--- src/rtl/dmux8way_seq_if.sv ---
// Word-delivery bus between a producer, the dmux8way_seq sequencer and a dmux8way.
// The sequencer takes the slave modport; the producer/observer takes master.
interface dmux8way_seq_if #(
  parameter int WIDTH = 4
);
  logic             in_valid;
  logic             in_ready;
  logic [WIDTH-1:0] in_dado;
  logic [2:0]       in_destino;
  logic [WIDTH-1:0] entrada;
  logic [2:0]       sel;
  logic             ativo;
  logic             vazio;
  logic             cheio;
  logic [7:0]       entregas;

  modport master (
    output in_valid, in_dado, in_destino,
    input  in_ready, entrada, sel, ativo, vazio, cheio, entregas
  );

  modport slave (
    input  in_valid, in_dado, in_destino,
    output in_ready, entrada, sel, ativo, vazio, cheio, entregas
  );
endinterface

--- src/rtl/dmux8way_seq.sv ---
// Sequencer feeding dmux8way: buffers (dado, destino) words in a small FIFO and
// drives each one on entrada/sel for HOLD cycles, followed by a one-cycle idle gap.
module dmux8way_seq #(
  parameter int WIDTH = 4,
  parameter int DEPTH = 4,
  parameter int HOLD  = 2
) (
  input  logic          clk,
  input  logic          rst_n,
  dmux8way_seq_if.slave bus
);

  localparam int AW = $clog2(DEPTH);
  localparam int CW = AW + 1;
  localparam int HW = (HOLD > 1) ? $clog2(HOLD) : 1;
  localparam int EW = WIDTH + 3;

  localparam logic [HW-1:0] HOLD_LOAD = HW'(HOLD - 1);
  localparam logic [CW-1:0] DEPTH_C   = CW'(DEPTH);

  typedef enum logic [1:0] {
    IDLE  = 2'd0,
    DRIVE = 2'd1,
    GAP   = 2'd2
  } state_t;

  state_t state_reg, state_next;

  logic [EW-1:0]    mem_reg [DEPTH];
  logic [AW-1:0]    wr_ptr_reg, rd_ptr_reg;
  logic [CW-1:0]    count_reg, count_next;

  logic [HW-1:0]    hold_reg, hold_next;
  logic [WIDTH-1:0] entrada_reg, entrada_next;
  logic [2:0]       sel_reg, sel_next;
  logic             ativo_reg, ativo_next;
  logic [7:0]       entregas_reg, entregas_next;

  logic             vazio, cheio, in_ready;
  logic             push, pop;
  logic [EW-1:0]    head;
  logic [WIDTH-1:0] head_dado;
  logic [2:0]       head_destino;

  // Flags come straight from the occupancy count; a full FIFO never accepts,
  // even on a cycle where the FSM pops.
  assign vazio    = (count_reg == '0);
  assign cheio    = (count_reg == DEPTH_C);
  assign in_ready = rst_n & ~cheio;
  assign push     = bus.in_valid & in_ready;

  assign head         = mem_reg[rd_ptr_reg];
  assign head_dado    = head[WIDTH-1:0];
  assign head_destino = head[EW-1:WIDTH];

  always_ff @(posedge clk) begin
    if (push) begin
      mem_reg[wr_ptr_reg] <= {bus.in_destino, bus.in_dado};
    end
  end

  always_comb begin
    count_next = count_reg;
    case ({push, pop})
      2'b10:   count_next = count_reg + CW'(1);
      2'b01:   count_next = count_reg - CW'(1);
      default: count_next = count_reg;
    endcase
  end

  // IDLE and GAP share the load path; they differ only in how they were entered.
  always_comb begin
    state_next    = state_reg;
    hold_next     = hold_reg;
    entrada_next  = entrada_reg;
    sel_next      = sel_reg;
    ativo_next    = ativo_reg;
    entregas_next = entregas_reg;
    pop           = 1'b0;
    case (state_reg)
      IDLE, GAP: begin
        if (!vazio) begin
          pop          = 1'b1;
          entrada_next = head_dado;
          sel_next     = head_destino;
          ativo_next   = 1'b1;
          hold_next    = HOLD_LOAD;
          state_next   = DRIVE;
        end else begin
          state_next = IDLE;
        end
      end
      DRIVE: begin
        if (hold_reg != '0) begin
          hold_next = hold_reg - HW'(1);
        end else begin
          entrada_next  = '0;
          ativo_next    = 1'b0;
          entregas_next = entregas_reg + 8'd1;
          state_next    = GAP;
        end
      end
      default: state_next = IDLE;
    endcase
  end

  always_ff @(posedge clk) begin
    if (!rst_n) begin
      state_reg    <= IDLE;
      wr_ptr_reg   <= '0;
      rd_ptr_reg   <= '0;
      count_reg    <= '0;
      hold_reg     <= '0;
      entrada_reg  <= '0;
      sel_reg      <= '0;
      ativo_reg    <= 1'b0;
      entregas_reg <= '0;
    end else begin
      state_reg    <= state_next;
      count_reg    <= count_next;
      hold_reg     <= hold_next;
      entrada_reg  <= entrada_next;
      sel_reg      <= sel_next;
      ativo_reg    <= ativo_next;
      entregas_reg <= entregas_next;
      if (push) begin
        wr_ptr_reg <= wr_ptr_reg + AW'(1);
      end
      if (pop) begin
        rd_ptr_reg <= rd_ptr_reg + AW'(1);
      end
    end
  end

  assign bus.in_ready = in_ready;
  assign bus.entrada  = entrada_reg;
  assign bus.sel      = sel_reg;
  assign bus.ativo    = ativo_reg;
  assign bus.vazio    = vazio;
  assign bus.cheio    = cheio;
  assign bus.entregas = entregas_reg;

endmodule

--- src/flat_wrapper.sv ---
// flat-port wrapper written by rule: the top's interface ports become plain ports
module dmux8way_seq_flat 
#(
  parameter int WIDTH = 4,
  parameter int DEPTH = 4,
  parameter int HOLD  = 2
)
  (clk, rst_n, bus_in_valid, bus_in_dado, bus_in_destino, bus_in_ready, bus_entrada, bus_sel, bus_ativo, bus_vazio, bus_cheio, bus_entregas);
  dmux8way_seq_if #(.WIDTH(WIDTH)) bus_i ();
  input  logic clk;
  input  logic rst_n;
  input wire logic [$bits(bus_i.in_valid)-1:0] bus_in_valid;
  input wire logic [$bits(bus_i.in_dado)-1:0] bus_in_dado;
  input wire logic [$bits(bus_i.in_destino)-1:0] bus_in_destino;
  output wire logic [$bits(bus_i.in_ready)-1:0] bus_in_ready;
  output wire logic [$bits(bus_i.entrada)-1:0] bus_entrada;
  output wire logic [$bits(bus_i.sel)-1:0] bus_sel;
  output wire logic [$bits(bus_i.ativo)-1:0] bus_ativo;
  output wire logic [$bits(bus_i.vazio)-1:0] bus_vazio;
  output wire logic [$bits(bus_i.cheio)-1:0] bus_cheio;
  output wire logic [$bits(bus_i.entregas)-1:0] bus_entregas;
  assign bus_i.in_valid = bus_in_valid;
  assign bus_i.in_dado = bus_in_dado;
  assign bus_i.in_destino = bus_in_destino;
  assign bus_in_ready = bus_i.in_ready;
  assign bus_entrada = bus_i.entrada;
  assign bus_sel = bus_i.sel;
  assign bus_ativo = bus_i.ativo;
  assign bus_vazio = bus_i.vazio;
  assign bus_cheio = bus_i.cheio;
  assign bus_entregas = bus_i.entregas;
  dmux8way_seq #(.WIDTH(WIDTH), .DEPTH(DEPTH), .HOLD(HOLD)) u_core (.clk(clk), .rst_n(rst_n), .bus(bus_i));
endmodule
--- config.mk ---
export PLATFORM = sky130hd
export DESIGN_NAME = dmux8way_seq_flat
export DESIGN_NICKNAME = d
export VERILOG_FILES = /design/src/rtl/dmux8way_seq_if.sv /design/src/rtl/dmux8way_seq.sv /design/src/flat_wrapper.sv
export SDC_FILE = /design/constraint.sdc
export NUM_CORES = 1
export LEC_CHECK = 0
export ABC_AREA = 0
export ABC_CLOCK_PERIOD_IN_PS = 2900
export BUFFER_PORTS_ARGS = -buffer_cell sky130_fd_sc_hd__buf_2
export CORE_ASPECT_RATIO = 0.9
export CORE_MARGIN = 2
export CORE_UTILIZATION = 35
export DETAILED_ROUTE_END_ITERATION = 6
export PLACE_DENSITY = 0.62
export REMOVE_ABC_BUFFERS = 1
export SLEW_MARGIN = 20
export SYNTH_ARGS = -nofsm -noshare
export SYNTH_HDL_FRONTEND = slang
export SYNTH_SLANG_ARGS = --single-unit
--- constraint.sdc ---
create_clock -name clk -period 2.9 [get_ports clk]
set_clock_uncertainty 0.2 [all_clocks]
set_input_delay 0.145 -clock clk [delete_from_list [all_inputs] [get_ports clk]]
set_output_delay 0.145 -clock clk [all_outputs]
set_load 0.03 [all_outputs]
==> metrics.yaml <==
max-vdd-ir-drop_v: 0.000248
ff_latch_area_sq_mm: 0.00140
cts_buffer_depth: 2
antenna_found_initial: 0
muxShareOfSynthArea_pct: 8.77
yosysSeqAreaShare_pct: 62.2
r2r_start: "u_core.count_reg[0]$_SDFFE_PN0P_"
path_cells: "or3b_1 -> and3_2 -> inv_1 -> ha_1 -> inv_1 -> fa_1 -> xor2_1 -> or3_1 -> a21oi_1"
drt-wirelength-per-cell_um: 13.2
cp-start-kind: "register"
first_iter_violations: 46
yosysWarnings: 0
syn_area_sq_mm: 0.00225
cp_data_required_time_ns: 2.95
status: "finished clean"
drc: 0
gp_congestion: 0.714
areaGrowthSynthToFinish_pct: 18.5
postSynthAreaPerCell_sq_um: 13.1
post-cts-setup-buffer-count: 0
path_class: "register to register"
grt_use_total_pct: 12.2
ys_ff_latch: 56
htreeDepth: 2
route.vias.total: 1413
final.min_clock_period_ns: 2.66
final_layout_size_suffix_gt1_share_pct: 23.7
final_cell_mix: "28 x buf_2, 28 x edfxtp_1, 27 x dfxtp_1"
nets: 227
vias_per_cell: 4.74
start_util_pct: 36.5
cts_made_buffers: 5
core_area_sq_mm: 0.00618
synth_edf_count: 28
power_density_mw_per_mm2: 809
grt_max_degree: 20
die_x_um: 88.6
multi_input_area_sq_um: 781
cp_num_buf_inv: 2
n_antenna_cell: 0
pin_count: 29
rsz0062_at_grt: "no"
ys_dominant_reg_cell: "edfxtp_1"
setup_violations: 0
max_cap_viol_count: 0
place.port_buffers: 28
synth-compound-area-share_pct: 7.38
maxSlewViolCount: 0
place_area_sq_mm: 0.00249
largest_register_ffs: 28
die_area_sq_mm: 0.00710
fmax_mhz: 376
ys_types: 37
synth-simple-area-share_pct: 12.7
min-delay-start: "rst_n"
min_period_over_period_pct: 91.6
setup_tns_ns: 0
slowest_stage: "fa_1"
synth-xor-area-share_pct: 1.55
cp_top_family: "simple AND/OR/NAND/NOR gates"
path_clk_slew_ns: 0.10
ant_nets: 0
endpoint_kind: "register"
min_path_type: "primary input to register"
hold_viol: 0
synthArstFlopShare_pct: 0
rows: 27
cp-startpoint: "u_core.count_reg[0]$_SDFFE_PN0P_"
drt-pass1-iter-count: 4
fillers: 594
worstPathArrival_ns: 2.70
die_y_um: 80.1
grt_overflow: 0
relSlewSlack_pct: 51.4
cts_root_buf: "clkbuf_8"
totalWireLength_um: 3940
p_leak_nw: 0.980
worst_slack_ns: 0.243
synth_cells: 172
grt_pass1_vias: 1339
cts_num_sinks: 56
cp_max_fo: 7
dp_hpwl_um: 2800
synth_top_family_by_area: "simple AND/OR/NAND/NOR gates"
crit_top_cell: "inv_1"
dpl_worst_slack_ns: 0.248
grt_pass1_wl_um: 6500
clk_latency_ns: 0.31
tritoncts: "done"
design_area_sq_mm: 0.00267
worst_pin_slew_ns: 0.724
synth_fa_ha_area_share_pct: 4.22
slowest_delay_ns: 0.43
## tightest hold or removal path: cells and delay by family
kind	cells	cell delay, ns
compound gates	1	0.11
buf+inv	2	0.33
## area by class of cell
class / instances / share of cell area (%)
sequential: 56 / 52.5
inverter: 11 / 1.55
tap: 87 / 4.07
clock buffer: 5 / 2.58
multi-input combinational: 97 / 29.2
clock inverter: 3 / 0.984
timing repair buffer: 39 / 9.09
## per-layer routing
metal / GRT usage (%) / wire length, um
met5: 0 / 0
met1: 17.6 / 2020
met4: 4.09 / 9
met2: 17.9 / 1750
met3: 2.77 / 164
## where the power goes
part | switching, mW | internal (mW)
clock | 0.272 | 0.178
sequential | 0.112 | 0.964
combinational | 0.377 | 0.258
## per-stage QoR
step	power [mW]	hold slack [ns]	std cells	util (%)
2_1_floorplan	1.54	0.0439	164	-
4_1_cts	2.19	0.100	298	43.2
5_1_grt	2.30	0.107	298	43.2
3_3_place_gp	1.72	0.166	282	40.3
3_5_place_dp	1.73	0.170	282	40.3
6_report	2.16	0.104	298	43.2
## logic make-up after synthesis
group / Yosys count
AOI/OAI and AO/OA: 24
xor gates and xnor gates: 4
adders and majority gates: 7
buffers and inverters: 19
DFF: 56
muxes: 11
and+or+nand+nor: 51
## worst paths after layout
| kind | endpoint | slack, ns | depth (start not counted) |
|---|---|---|---|
| worst max-delay path | u_core.count_reg[2]$_SDFFE_PN0P_ | 0.24 | 9 |
| worst min-delay path | u_core.state_reg[0]$_SDFFE_PN0N_ | 0.10 | 3 |
| worst max register to register | u_core.count_reg[2]$_SDFFE_PN0P_ | 0.24 | 9 |
| worst min register to register | u_core.bus.sel[2]$_SDFFE_PN0P_ | 0.27 | 2 |
## repair_timing
item,CTS,global route
endpoints found under the setup margin,0,1
hold endpoints to repair,29,0
hold buffers,8,0
resized for setup,0,2
## synthesized netlist by cell type, types with 2 or more instances
cell | n | area [sq um]
or3_1 | 2 | 12.5
a2bb2oi_1 | 2 | 17.5
xor2_1 | 2 | 17.5
buf_1 | 2 | 7.51
or4_1 | 3 | 22.5
nand2b_1 | 2 | 12.5
o21ai_0 | 2 | 10.0
nor2_1 | 10 | 37.5
nand2_1 | 11 | 41.3
or3b_1 | 2 | 17.5
inv_1 | 10 | 37.5
nand3_1 | 5 | 25.0
and2_1 | 4 | 25.0
o31ai_1 | 4 | 30.0
and3_1 | 2 | 12.5
xnor2_1 | 2 | 17.5
a21oi_1 | 8 | 40.0
dfxtp_1 | 28 | 561
edfxtp_1 | 28 | 841
nand4_1 | 2 | 12.5
buf_2 | 2 | 10.0
mux4_2 | 7 | 158
o2bb2ai_1 | 7 | 61.3
clkbuf_1 | 4 | 15.0
mux2i_1 | 4 | 40.0
ha_1 | 6 | 75.1
No activity file was read; power rests on OpenSTA's default activity.
